==> src/rtl/cloud_spawner_if.sv <==
// cloud_spawner_if
// Bundles the spawner's control inputs and sprite outputs so the colour
// mapper side and the spawner share one connection.
//   run, speed         : frame-advance enable and scroll step (driven by game logic)
//   CloudX, CloudY     : cloud centre position
//   CloudS             : cloud half-size
//   CloudVisible       : any part of the cloud is on screen
//   spawn_pulse        : one-frame strobe after each spawn
// modport master : the spawner itself (drives the sprite outputs)
// modport slave  : game logic / colour mapper side
interface cloud_spawner_if;
  logic       run;
  logic [2:0] speed;
  logic [9:0] CloudX;
  logic [9:0] CloudY;
  logic [9:0] CloudS;
  logic       CloudVisible;
  logic       spawn_pulse;

  modport master (
    input  run, speed,
    output CloudX, CloudY, CloudS, CloudVisible, spawn_pulse
  );

  modport slave (
    output run, speed,
    input  CloudX, CloudY, CloudS, CloudVisible, spawn_pulse
  );
endinterface

==> src/rtl/cloud_spawner.sv <==
// cloud_spawner
// Spawns a single background cloud off the right edge at a pseudo-random
// height, scrolls it left one step per frame and, after it has fully left the
// screen, waits a pseudo-random number of frames before respawning it.
// Ports:
//   frame_clk : one rising edge per video frame
//   Reset     : asynchronous, active-high
//   bus       : cloud_spawner_if.master (run/speed in, sprite outputs out)
//
// state     | meaning
// ----------+-----------------------------------------------------------
// ST_WAIT   | cloud off screen, delay counting down to the next spawn
// ST_SCROLL | cloud moving left by step pixels per frame
module cloud_spawner #(
  parameter int         CLOUD_SIZE = 50,
  parameter int         SCREEN_W   = 640,
  parameter int         Y_MIN      = 260,
  parameter int         DELAY_MIN  = 30,
  parameter logic [7:0] LFSR_SEED  = 8'hA5
) (
  input logic frame_clk,
  input logic Reset,
  cloud_spawner_if.master bus
);

  typedef enum logic {ST_WAIT, ST_SCROLL} state_t;

  localparam int                X_SPAWN    = SCREEN_W + CLOUD_SIZE;
  localparam logic signed [10:0] X_SPAWN_11 = 11'(X_SPAWN);
  localparam logic signed [11:0] CS_12      = 12'(CLOUD_SIZE);
  localparam logic signed [11:0] SW_12      = 12'(SCREEN_W);
  localparam logic [9:0]         Y_MIN_10   = 10'(Y_MIN);
  localparam logic [7:0]         DMIN_8     = 8'(DELAY_MIN);

  state_t            state;
  logic signed [10:0] x_pos;
  logic [9:0]        y_pos;
  logic [7:0]        delay;
  logic [7:0]        lfsr;
  logic              spawn_q;

  logic [2:0]         step;
  logic signed [11:0] x_ext;
  logic signed [11:0] x_next;
  logic               exit_now;
  logic               lfsr_fb;

  // A speed of 0 would stall the cloud forever, so it is promoted to 1.
  assign step     = (bus.speed == 3'd0) ? 3'd1 : bus.speed;
  // 12-bit signed arithmetic leaves headroom so the edge tests never overflow.
  assign x_ext    = {x_pos[10], x_pos};
  assign x_next   = x_ext - $signed({9'd0, step});
  assign exit_now = (x_next + CS_12) <= 12'sd0;
  assign lfsr_fb  = lfsr[7] ^ lfsr[5] ^ lfsr[4] ^ lfsr[3];

  always_ff @(posedge frame_clk or posedge Reset) begin
    if (Reset) begin
      state   <= ST_WAIT;
      delay   <= DMIN_8;
      lfsr    <= LFSR_SEED;
      x_pos   <= X_SPAWN_11;
      y_pos   <= Y_MIN_10;
      spawn_q <= 1'b0;
    end else begin
      spawn_q <= 1'b0;
      if (bus.run) begin
        lfsr <= {lfsr[6:0], lfsr_fb};
        case (state)
          ST_WAIT: begin
            if (delay != 8'd0) begin
              delay <= delay - 8'd1;
            end else begin
              y_pos   <= Y_MIN_10 + {4'd0, lfsr[5:0]};
              x_pos   <= X_SPAWN_11;
              state   <= ST_SCROLL;
              spawn_q <= 1'b1;
            end
          end
          ST_SCROLL: begin
            if (exit_now) begin
              state <= ST_WAIT;
              x_pos <= X_SPAWN_11;
              delay <= DMIN_8 + {4'd0, lfsr[3:0]};
            end else begin
              x_pos <= x_next[10:0];
            end
          end
          default: state <= ST_WAIT;
        endcase
      end
    end
  end

  assign bus.CloudX       = x_pos[9:0];
  assign bus.CloudY       = y_pos;
  assign bus.CloudS       = 10'(CLOUD_SIZE);
  assign bus.spawn_pulse  = spawn_q;
  assign bus.CloudVisible = (state == ST_SCROLL) &&
                            ((x_ext - CS_12) < SW_12) &&
                            ((x_ext + CS_12) > 12'sd0);

endmodule

==> src/flat_wrapper.sv <==
// flat-port wrapper written by rule: the top's interface ports become plain ports
module cloud_spawner_flat 
#(
  parameter int         CLOUD_SIZE = 50,
  parameter int         SCREEN_W   = 640,
  parameter int         Y_MIN      = 260,
  parameter int         DELAY_MIN  = 30,
  parameter logic [7:0] LFSR_SEED  = 8'hA5
)
  (frame_clk, Reset, bus_run, bus_speed, bus_CloudX, bus_CloudY, bus_CloudS, bus_CloudVisible, bus_spawn_pulse);
  cloud_spawner_if bus_i ();
  input logic frame_clk;
  input logic Reset;
  input wire logic [$bits(bus_i.run)-1:0] bus_run;
  input wire logic [$bits(bus_i.speed)-1:0] bus_speed;
  output wire logic [$bits(bus_i.CloudX)-1:0] bus_CloudX;
  output wire logic [$bits(bus_i.CloudY)-1:0] bus_CloudY;
  output wire logic [$bits(bus_i.CloudS)-1:0] bus_CloudS;
  output wire logic [$bits(bus_i.CloudVisible)-1:0] bus_CloudVisible;
  output wire logic [$bits(bus_i.spawn_pulse)-1:0] bus_spawn_pulse;
  assign bus_i.run = bus_run;
  assign bus_i.speed = bus_speed;
  assign bus_CloudX = bus_i.CloudX;
  assign bus_CloudY = bus_i.CloudY;
  assign bus_CloudS = bus_i.CloudS;
  assign bus_CloudVisible = bus_i.CloudVisible;
  assign bus_spawn_pulse = bus_i.spawn_pulse;
  cloud_spawner #(.CLOUD_SIZE(CLOUD_SIZE), .SCREEN_W(SCREEN_W), .Y_MIN(Y_MIN), .DELAY_MIN(DELAY_MIN), .LFSR_SEED(LFSR_SEED)) u_core (.frame_clk(frame_clk), .Reset(Reset), .bus(bus_i));
endmodule
==> config.mk <==
export PLATFORM = sky130hd
export DESIGN_NAME = cloud_spawner_flat
export DESIGN_NICKNAME = d
export VERILOG_FILES = /design/src/rtl/cloud_spawner_if.sv /design/src/rtl/cloud_spawner.sv /design/src/flat_wrapper.sv
export SDC_FILE = /design/constraint.sdc
export NUM_CORES = 1
export LEC_CHECK = 0
export ABC_AREA = 1
export ABC_CLOCK_PERIOD_IN_PS = 8400
export BUFFER_PORTS_ARGS = -buffer_cell sky130_fd_sc_hd__buf_2
export CAP_MARGIN = 40
export CORE_ASPECT_RATIO = 1.4
export CORE_MARGIN = 3
export CORE_UTILIZATION = 48
export DETAILED_ROUTE_END_ITERATION = 16
export PLACE_DENSITY = 0.69
export SLEW_MARGIN = 20
export SYNTH_ARGS = -nofsm -noshare
export SYNTH_HDL_FRONTEND = slang
export SYNTH_SLANG_ARGS = --single-unit
==> constraint.sdc <==
create_clock -name frame_clk -period 8.4 [get_ports frame_clk]
set_clock_uncertainty 0.15 [all_clocks]
set_input_delay 1.68 -clock frame_clk [delete_from_list [all_inputs] [get_ports frame_clk]]
set_output_delay 1.68 -clock frame_clk [all_outputs]
set_load 0.01 [all_outputs]
# Word-level counts from Yosys, hierarchy flattened
# Index checks and enable logic that the tools add are counted.
[classes]
magnitude_cmp = 3
addsub = 7
bitwise = 5
reduce_logical = 7
muxes = 12
n_eq_ne = 3
[op_table]
columns = ["cell", "count"]
rows = [
  ["two-way mux 11 bit", 2],
  ["one-hot mux 11 bit (2 select lines)", 1],
  ["two-way mux 8 bit", 2],
  ["one-hot mux 8 bit (2 select lines)", 1],
  ["adder 11 x 7 -> 12 bit, second input constant", 1],
  ["adder 12 x 7 -> 12 bit, second input constant", 1],
  ["greater-than comparator 12 x 1 -> 1 bit, second input constant", 1],
  ["less-or-equal comparator 12 x 1 -> 1 bit, second input constant", 1],
  ["less-than comparator 12 x 11 -> 1 bit, second input constant", 1],
  ["subtractor 11 x 4 -> 12 bit", 1],
  ["subtractor 11 x 7 -> 12 bit, second input constant", 1],
  ["adder 9 x 6 -> 10 bit, first input constant", 1],
  ["nonzero test 8 bit", 1],
  ["subtractor 8 x 1 -> 8 bit, second input constant", 1],
  ["adder 5 x 4 -> 6 bit, first input constant", 1],
  ["AND reduction 3 bit", 2],
  ["two-way mux 1 bit", 4],
  ["!= test 2 bit, second input constant", 2],
  ["logical NOT 3 bit", 1],
  ["two-way mux 3 bit", 1],
  ["XOR 1 bit", 3],
  ["logical AND 1 bit", 2],
  ["!= test 2 x 1 -> 1 bit, second input constant", 1],
  ["inverter 1 bit", 2],
  ["other kinds (2)", 2],
]
[totals]
input_bits = 6
ff_bits = 39

# Logic depth before layout (Yosys ltp)
[depth]
word_depth = 7
ltp_mapped = 22
ltp_nobuf = 22

# Worst setup path after synthesis
# OpenSTA, ideal clock, no wires.
[synth_timing]
kind = "input -> register"
from = "in bus_speed[0]"
to = "reg u_core.delay[5]"
cell_stages = 20
arrival_ps = 3966
slack_ps = 4218
path_cell_list = "o21bai_1 > ha_1 > fa_1 > inv_1 > nand2_1 > nand2_1 > inv_1 > ha_1 > nor3_1 > nand3_1 > nor2_1 > nand2_1 > nor2_1 > nand2_1 > inv_1 > nand3_1 > nand2_2 > buf_6 > nand3_1 > nand2_1"
[synth_via]
elab_chain_cells = 7
[synth_rtl]
columns = ["element", "line", "text"]
rows = [
  ["from (decl)", "flat_wrapper.sv:15", "input wire logic [$bits(bus_i.speed)-1:0] bus_speed;"],
  ["logical NOT 3 bit", "cloud_spawner.sv:49", "assign step = (bus.speed == 3'd0) ? 3'd1 : bus.speed;"],
  ["two-way mux 3 bit (*)", "cloud_spawner.sv:49", ""],
  ["subtractor 11 x 4 -> 12 bit (*)", "cloud_spawner.sv:52", "assign x_next = x_ext - $signed({9'd0, step});"],
  ["adder 12 x 7 -> 12 bit (*)", "cloud_spawner.sv:53", "assign exit_now = (x_next + CS_12) <= 12'sd0;"],
  ["less-or-equal comparator 12 x 1 -> 1 bit (*)", "cloud_spawner.sv:53", ""],
  ["!= test 2 bit (no source line) (*)", "--", ""],
  ["AND reduction 3 bit (no source line) (*)", "--", ""],
  ["to (signal assigned)", "cloud_spawner.sv:71", "delay <= delay - 8'd1;"],
  ["to (signal assigned)", "cloud_spawner.sv:83", "delay <= DMIN_8 + {4'd0, lfsr[3:0]};"],
  ["to (decl)", "cloud_spawner.sv:38", "logic [7:0] delay;"],
]
# Mark *: on every way between the ends. The rest lies on a longest branch, timed or not.
# A chain may end at the register's enable or synchronous reset.

# Worst setup path after layout
[layout_timing]
from = "in bus_speed[0]"
to = "reg u_core.delay[7]"
# Same word-level chain as after synthesis.

==> reports/results.ini <==
[outcome]
status=finished, final reports clean

[worst_setup_path]
cp_top_family=simple AND/OR/NAND/NOR gates
cp_cell_sequence=buf_2, o21bai_1, ha_1, fa_1, inv_1, nand2_1, nand2_1, inv_1, ha_1, nor3_1, nand3_1, nor2_1, nand2_1, nor2_1, nand2_1, inv_1, nand3_1, nand2_2, nand2_2, nand2_1, nand2_1
endpoint_kind=flip-flop
cpPeakStageDelay_ns=0.39
cp-start-kind=primary input
crit_required_ns=8.43
cp_common_cell=nand2_1
worstPathArrival_ns=4.62
critPathSlowestCell=fa_1
r2r_cells=19
cp_num_buf_inv=4
path_class=in2reg
cp_max_fo=21
regToRegStartpoint=u_core.x_pos[1]
r2r_slack_ns=4.90
crit-reg2reg-capture=u_core.delay[7]

[synthesis]
synth_cells=378
ys_seq_elements=36
ys_types=36
syn_area_per_cell_um2=7.21
synth_area_um2=2720
ys.flop_type=dfrtp_1
ys_seq_area_share_pct=33.7
ys.warnings.count=0
synth-async-reset-ratio_pct=100
synth_edf_count=0

[clock_tree]
cts.path.max_buffers=2
post_cts_buffers=0
cts_tree=built
cts-root-buf=clkbuf_8
cts_num_sinks=36
hold_buffers=0
htreeDepth=2
path_clk_slew_ns=0.07
cts_resized=0
clk_latency_ns=0.29
numCtsBuffers=5

[floorplanning]
rows=31
start_util_pct=51.3
boundaryPins=38
fp.dieH_um=95.1
core_um2=5310
fp.dieArea_um2=6630
dieWidth_um=69.7

[timing]
finalCritPeriodShare_pct=54.6
rsz0062_at_grt=false
post-route-min-period_ns=4.59
tns_ns=0
whs_ns=0.322
fmax_mhz=218
setup_viol=0
slew_violations=0
hold_violations=0

[power]
p_per_area_nw_per_um2=331
peakVddDrop_v=0.000176
power.total_uw=945
cellLeakagePower_uw=0.00148

[drt]
dr.pass1.iters=4
drt-initial-drc-count=124
drcViolationCount=0
vias=2308
ant_nets=0
via_per_inst=5.05
wl_mm=5.74
wl_per_cell_um=12.6

[placed_design]
place.gp.congestion=0.892
dp_hpwl_mm=4.36
port_buffers=24

[global_routing]
grt_usage_pct=18.1
antenna_found_initial=0
grt_pass1_wl_mm=9.62
grt_pass1_vias=2194
overflow=0
grt_max_degree=37

[cells_and_area]
syn_to_final_growth_pct=4.78
fin_util_pct=53.7
final_cell_mix=nand2_1 (108), inv_1 (46), nor2_1 (31), nand3_1 (31), buf_2 (24)
layout-drive-gt1-share_pct=17.4
final_common_cell=nand2_1
nets=410
fillers=533
antennaDiodeCount=0

[worst_hold_path]
hold_path_class=reg2reg
hold_end=u_core.delay[1]
hold_depth=2
min_from=u_core.delay[1]

[run]
drv_cap=0

[flip-flops by register name, summed over array words and instances (netlist names)]
signal and flops:
u_core.x_pos 11, u_core.delay 8, u_core.state 1, u_core.bus.spawn_pulse 1, u_core.bus.CloudY 7, u_core.lfsr 8
[Yosys cell counts, types with 6 or more instances]
master,number,area (um^2)
a21oi_1,8,40.0
buf_4,23,173
clkbuf_1,6,22.5
dfrtp_1,22,551
dfstp_2,14,368
ha_1,13,163
inv_1,46,173
nand2_1,108,405
nand3_1,31,155
nand4_1,6,37.5
nor2_1,31,116
o21ai_0,18,90.1
o22ai_1,6,37.5
xnor2_1,6,52.6
[logic make-up after synthesis]
group,synth area share [%]
fa+ha+maj,6.71
flops,33.7
mux,1.65
compound gates,10.3
buf+inv,14.8
simple gates,29.9
xor+xnor,2.57
other cells,0.276
[layout make-up]
cell class / count / area (um^2) / share of cell area [%]
repair buffers: 26 / 135 / 4.73
inverters: 48 / 180 / 6.31
well taps: 66 / 82.6 / 2.89
flip-flops and latches: 36 / 918 / 32.2
clock inverters: 1 / 7.51 / 0.263
multi-input cells: 273 / 1440 / 50.6
clock buffers: 7 / 86.3 / 3.02
[per-layer routing]
layer,track usage (%),share of wire [%]
met2,33.7,51
met1,19.8,42
met5,0,0
met4,9.42,3.0
met3,2.85,3.3
[how the worst max path moves through the flow]
stage                  from         endpoint  slack (ns)  cells after the start
2_1_floorplan  bus_speed[0]  u_core.delay[5]        4.22                     20
3_3_place_gp   bus_speed[0]  u_core.delay[5]        3.66                     21
3_5_place_dp   bus_speed[0]  u_core.delay[7]        3.52                     21
4_1_cts        bus_speed[0]  u_core.delay[7]        3.82                     21
5_1_grt        bus_speed[0]  u_core.delay[7]        3.49                     21
6_report       bus_speed[0]  u_core.delay[7]        3.81                     21
[power by group]
part           switching [uW]  internal, uW  total [uW]  leakage, uW
Combinational             297           187         484      0.00100
Sequential               73.7           256         329     0.000430
Clock                    65.2          66.7         132    0.0000445
Total                     436           509         945      0.00148
[worst reg2reg max path, cell delays in order (launching register included)]
cell	delay, ns
dfstp_2	0.61
inv_1	0.11
fa_1	0.45
inv_1	0.08
nand2_1	0.12
nand2_1	0.12
inv_1	0.06
ha_1	0.26
nor3_1	0.20
nand3_1	0.10
nor2_1	0.10
nand2_1	0.05
nor2_1	0.09
nand2_1	0.06
inv_1	0.04
nand3_1	0.07
nand2_2	0.37
nand2_2	0.20
nand2_1	0.10
nand2_1	0.05
[per-stage QoR]
stage	instance area, um^2	cells	worst slack [ns]
after detailed placement	2760	449	3.52
after CTS	2850	457	3.82
after global routing	2850	457	3.49
final	2850	457	3.81
after global placement	2760	449	3.66
after floorplan	2770	389	4.22
(Power assumes the default switching activity.)
